$ cat config.mk
export PLATFORM = sky130hd
export DESIGN_NAME = fft_r2_sequencer
export DESIGN_NICKNAME = d
export VERILOG_FILES = /design/src/rtl/fft_r2_sequencer.sv
export SDC_FILE = /design/constraint.sdc
export NUM_CORES = 1
export LEC_CHECK = 0
export ABC_CLOCK_PERIOD_IN_PS = 3650
export BUFFER_PORTS_ARGS = -buffer_cell sky130_fd_sc_hd__buf_2
export CORE_UTILIZATION = 40
export CTS_CLUSTER_DIAMETER = 100
export DETAILED_ROUTE_END_ITERATION = 16
export PLACE_DENSITY_LB_ADDON = 0.15
export SLEW_MARGIN = 20
export SYNTH_ARGS = -nofsm -noshare
export SYNTH_HDL_FRONTEND = slang
export SYNTH_SLANG_ARGS = --single-unit
$ cat constraint.sdc
create_clock -name clk -period 3.65 [get_ports clk]
set_input_delay 0.1825 -clock clk [delete_from_list [all_inputs] [get_ports clk]]
set_output_delay 0.1825 -clock clk [all_outputs]
set_load 0.1 [all_outputs]
$ cat src/rtl/fft_r2_sequencer.sv
// Control sequencer for an in-place radix-2 DIT FFT: walks stages and butterflies,
// issues read/twiddle addresses and pipeline-delayed write-back addresses.
module fft_r2_sequencer #(
  parameter int unsigned N        = 32,
  parameter int unsigned LOG2N    = 5,
  parameter int unsigned PIPE_LAT = 2
) (
  input  logic             clk,
  input  logic             rst,
  input  logic             start,
  output logic             busy,
  output logic             done,
  output logic             rd_en,
  output logic [LOG2N-1:0] rd_addr_a,
  output logic [LOG2N-1:0] rd_addr_b,
  output logic [LOG2N-2:0] tw_addr,
  output logic             wr_en,
  output logic [LOG2N-1:0] wr_addr_a,
  output logic [LOG2N-1:0] wr_addr_b,
  output logic [2:0]       stage
);

  localparam int unsigned AW  = LOG2N;
  localparam int unsigned BW  = LOG2N - 1;
  localparam int unsigned SW  = 3;
  localparam int unsigned PW  = 1 + 2 * AW;
  localparam int unsigned DLW = PIPE_LAT * PW;
  localparam int unsigned DW  = (PIPE_LAT > 1) ? $clog2(PIPE_LAT) : 1;

  localparam logic [BW-1:0] BF_LAST  = BW'(N / 2 - 1);
  localparam logic [SW-1:0] STG_LAST = SW'(LOG2N - 1);
  localparam logic [DW-1:0] DRN_LAST = DW'(PIPE_LAT - 1);

  typedef enum logic [1:0] {IDLE, RUN, DRAIN, DONE} state_e;

  state_e          state_q, state_d;
  logic [BW-1:0]   bf_q, bf_d;
  logic [SW-1:0]   stg_q, stg_d;
  logic [DW-1:0]   drn_q, drn_d;
  logic            busy_q, busy_d;
  logic            done_q, done_d;
  logic            rd_en_q, rd_en_d;
  logic [AW-1:0]   rd_addr_a_q, rd_addr_a_d;
  logic [AW-1:0]   rd_addr_b_q, rd_addr_b_d;
  logic [BW-1:0]   tw_addr_q, tw_addr_d;
  logic [SW-1:0]   stage_q, stage_d;
  logic [DLW-1:0]  pipe_q, pipe_d;

  logic [AW-1:0]   bf_ext, half, pos, base_addr;
  logic [PW-1:0]   pipe_out;

  // Butterfly pair decode: base = group * 2 * half, pos = offset within group
  always_comb begin
    bf_ext    = AW'(bf_q);
    half      = AW'(1) << stg_q;
    pos       = bf_ext & (half - AW'(1));
    base_addr = (bf_ext & ~(half - AW'(1))) << 1;
  end

  always_comb begin
    state_d     = state_q;
    bf_d        = bf_q;
    stg_d       = stg_q;
    drn_d       = drn_q;
    rd_en_d     = 1'b0;
    rd_addr_a_d = '0;
    rd_addr_b_d = '0;
    tw_addr_d   = '0;
    busy_d      = (state_q == RUN) || (state_q == DRAIN);
    done_d      = (state_q == DONE);
    stage_d     = stg_q;

    case (state_q)
      IDLE: begin
        if (start) begin
          state_d = RUN;
          bf_d    = '0;
          stg_d   = '0;
        end
      end
      RUN: begin
        rd_en_d     = 1'b1;
        rd_addr_a_d = base_addr | pos;
        rd_addr_b_d = (base_addr | pos) + half;
        tw_addr_d   = BW'(pos << (SW'(LOG2N - 1) - stg_q));
        if (bf_q == BF_LAST) begin
          state_d = DRAIN;
          drn_d   = '0;
        end else begin
          bf_d = bf_q + BW'(1);
        end
      end
      DRAIN: begin
        // Gap lets the stage's last write retire before the next stage reads
        if (drn_q == DRN_LAST) begin
          if (stg_q == STG_LAST) begin
            state_d = DONE;
          end else begin
            state_d = RUN;
            stg_d   = stg_q + SW'(1);
            bf_d    = '0;
          end
        end else begin
          drn_d = drn_q + DW'(1);
        end
      end
      DONE: begin
        state_d = IDLE;
        stg_d   = '0;
        bf_d    = '0;
      end
      default: state_d = IDLE;
    endcase
  end

  // Write-back delay line tracking read issue through RAM + butterfly latency
  always_comb begin
    pipe_d = (pipe_q << PW) | DLW'({rd_en_q, rd_addr_a_q, rd_addr_b_q});
  end

  always_ff @(posedge clk) begin
    if (rst) begin
      state_q     <= IDLE;
      bf_q        <= '0;
      stg_q       <= '0;
      drn_q       <= '0;
      busy_q      <= 1'b0;
      done_q      <= 1'b0;
      rd_en_q     <= 1'b0;
      rd_addr_a_q <= '0;
      rd_addr_b_q <= '0;
      tw_addr_q   <= '0;
      stage_q     <= '0;
      pipe_q      <= '0;
    end else begin
      state_q     <= state_d;
      bf_q        <= bf_d;
      stg_q       <= stg_d;
      drn_q       <= drn_d;
      busy_q      <= busy_d;
      done_q      <= done_d;
      rd_en_q     <= rd_en_d;
      rd_addr_a_q <= rd_addr_a_d;
      rd_addr_b_q <= rd_addr_b_d;
      tw_addr_q   <= tw_addr_d;
      stage_q     <= stage_d;
      pipe_q      <= pipe_d;
    end
  end

  assign pipe_out  = pipe_q[DLW-1 -: PW];
  assign busy      = busy_q;
  assign done      = done_q;
  assign rd_en     = rd_en_q;
  assign rd_addr_a = rd_addr_a_q;
  assign rd_addr_b = rd_addr_b_q;
  assign tw_addr   = tw_addr_q;
  assign stage     = stage_q;
  assign wr_en     = pipe_out[PW-1];
  assign wr_addr_a = pipe_out[PW-2 -: AW];
  assign wr_addr_b = pipe_out[AW-1:0];

endmodule

==> results.tsv <==
metric	value	unit
outcome	finished, final reports clean	
fin_crit	3.39	ns
route.antenna.remaining_nets	0	
routed_wl	3400	um
r2r_end	rd_addr_b[4]	
postCtsSetupBuffers	0	
worst_slack	0.259	ns
dieHeight	74.8	um
yosysUniqueCellTypes	39	
dpl.hpwl	2430	um
final_hold_viol_count	0	
tightest_slew	0.661	ns
clk_pin_slew	0.08	ns
worst-setup-path-type	flop to flop	
io_buffers	33	
startpoint_type	flop	
peakVddDrop	0.000187	V
r2r_cells	11	
worstHoldPathCells	2	
min_from	rst	
slew_headroom	55.9	%
grt_pass1_vias	1275	
max_freq	295	MHz
first_pass_iters	6	
grt_max_degree	39	
viasPerCell	4.60	
min_path_type	input port to flop	
ff2ff_setup_slack	0.26	ns
drt-initial-drc-count	68	
layout_commonest_cell	dfxtp_1	
netlist_instances	220	
synthesis.area	2120	um^2
placed_cells	305	
num_rows	26	
area_growth_syn_to_layout	12.8	%
synthArstFlopShare	0	%
finClkSkew	0.00974	ns
p_leak	1.08	nW
final_cells	312	
grt_pass1_wl	5760	um
slew_viol_final	0	
powerDensity	602	nW/um^2
synthesis.nets	240	
antenna_found_initial	0	
power.total	1.44	mW
ioPinCount	34	
hold_slack	0.404	ns
ys.flop_type	dfxtp_1	
fin_tns_setup	0	ns
layout.cells.most_common_list	52 x dfxtp_1, 33 x buf_2, 27 x nor2b_1, 16 x a21oi_1, 16 x ha_1	
final_nets	262	
cts_resized	0	
die_x	74.8	um
root_buffer	clkbuf_8	
arrival	3.62	ns
initial_utilization	41.5	%
cts-root-to-sink-buffers	2	
postPlaceCellArea	2260	um^2
wl_per_cell	10.9	um
fin_area	2390	um^2
tritoncts	done	
avgSynthCellArea	9.64	um^2
grt.overflow.total	0	
finalSetupViolCount	0	
postCtsHoldBufs	0	
final_util	46.8	%
drive_gt1_share	19.0	%
gr-usage-all-layers	13.8	%
ys_seq_area_share	49.1	%
synth_edf_count	0	
synth-seq-cells	52	
endpoint_kind	flop	
maxCapViolCount	0	
place_ws	0.283	ns
yosysWarnings	0	
cts.sink_count	52	
diodes	0	
core_region_area	5110	um^2
clk-insertion-delay-late	0.30	ns
drc	0	
num_vias	1436	
gp_congestion	0.778	
worstPathRequired	3.88	ns
rsz0062_at_grt	false	
worstHoldEndpoint	pipe_q[18]	
numCtsBuffers	5	
worstReg2RegStart	stage_d[0]	
htree_levels	2	
worst-path-max-fanout	8	
die-area	5600	um^2
period_share	92.9	%
synthesized netlist by cell type (all sizes together), types with 2 or more instances:
library cell	count	area (um^2)
a211oi	4	30.0
a21o	4	31.3
a21oi	16	80.1
a31oi	2	12.5
and2	4	25.0
and3	3	20.0
buf	12	86.3
clkbuf	6	23.8
dfxtp	52	1040
ha	16	200
inv	14	52.6
nand2	8	30.0
nand3	7	35.0
nor2	12	45.0
nor2b	27	169
nor3	3	15.0
o21ai	8	40.0
or2b	2	17.5
or3	3	18.8
xor2	2	17.5
registers in the layout, summed over array words and instances (netlist names):
name,flops
state_q,2
done,1
bf_q,4
stage,3
busy,1
rd_addr_b,5
rd_addr_a,5
drn_q,1
stage_d,3
pipe_q,22
rd_en,1
tw_addr,4
worst max path at each step:
stage | startpoint | end | slack [ns] | cells after the start
6_report | stage_d[0] | rd_addr_b[4] | 0.26 | 11
5_1_grt | stage_d[0] | rd_addr_b[4] | 0.1 | 11
4_1_cts | stage_d[0] | rd_addr_b[4] | 0.25 | 11
3_5_place_dp | stage_d[0] | rd_addr_b[4] | 0.28 | 11
3_3_place_gp | stage_d[0] | rd_addr_b[4] | 0.38 | 11
2_1_floorplan | stage_d[0] | rd_addr_b[4] | 0.53 | 11
cells by family after synthesis:
group,after synthesis,synth area share (%)
flip-flops,52,49.1
XOR/XNOR,3,1.24
other,1,0.177
multiplexers,1,0.472
AND/OR/NAND/NOR,74,19.4
buffers and inverters,32,7.67
AO/OA/AOI/OAI,40,11.6
adder cells (fa/ha/maj),17,10.4
final cells by class:
cell class | count | area (um^2)
inverters | 14 | 52.6
multi-input cells | 136 | 917
repair buffers | 33 | 165
well taps | 70 | 87.6
fillers | 500 | 2720
clock buffers | 5 | 68.8
clock inverters | 2 | 60.1
flip-flops and latches | 52 | 1040
metal layers:
layer | wire length [um] | global-route usage, % | share of wire [%]
met5 | 0 | 0 | 0
met4 | 71 | 6.92 | 2.1
met3 | 170 | 3.35 | 5.0
met2 | 1490 | 21.5 | 44
met1 | 1670 | 17.9 | 49
worst max-delay path: stages (launching register included):
cell       delay (ns)
dfxtp_1          0.47
inv_1            0.18
ha_1             0.26
ha_1             0.25
or3_1            0.36
a32o_2           0.31
o2bb2ai_1        0.15
ha_1             0.33
and3_2           0.22
or3_1            0.36
a211o_1          0.30
a21oi_1          0.13
power breakdown:
| part | switching (mW) | total [mW] | internal (mW) |
|---|---|---|---|
| combinational | 0.273 | 0.367 | 0.0936 |
| clock | 0.172 | 0.441 | 0.270 |
| sequential | 0.0272 | 0.633 | 0.606 |
Power figures use the tool's default switching activity.
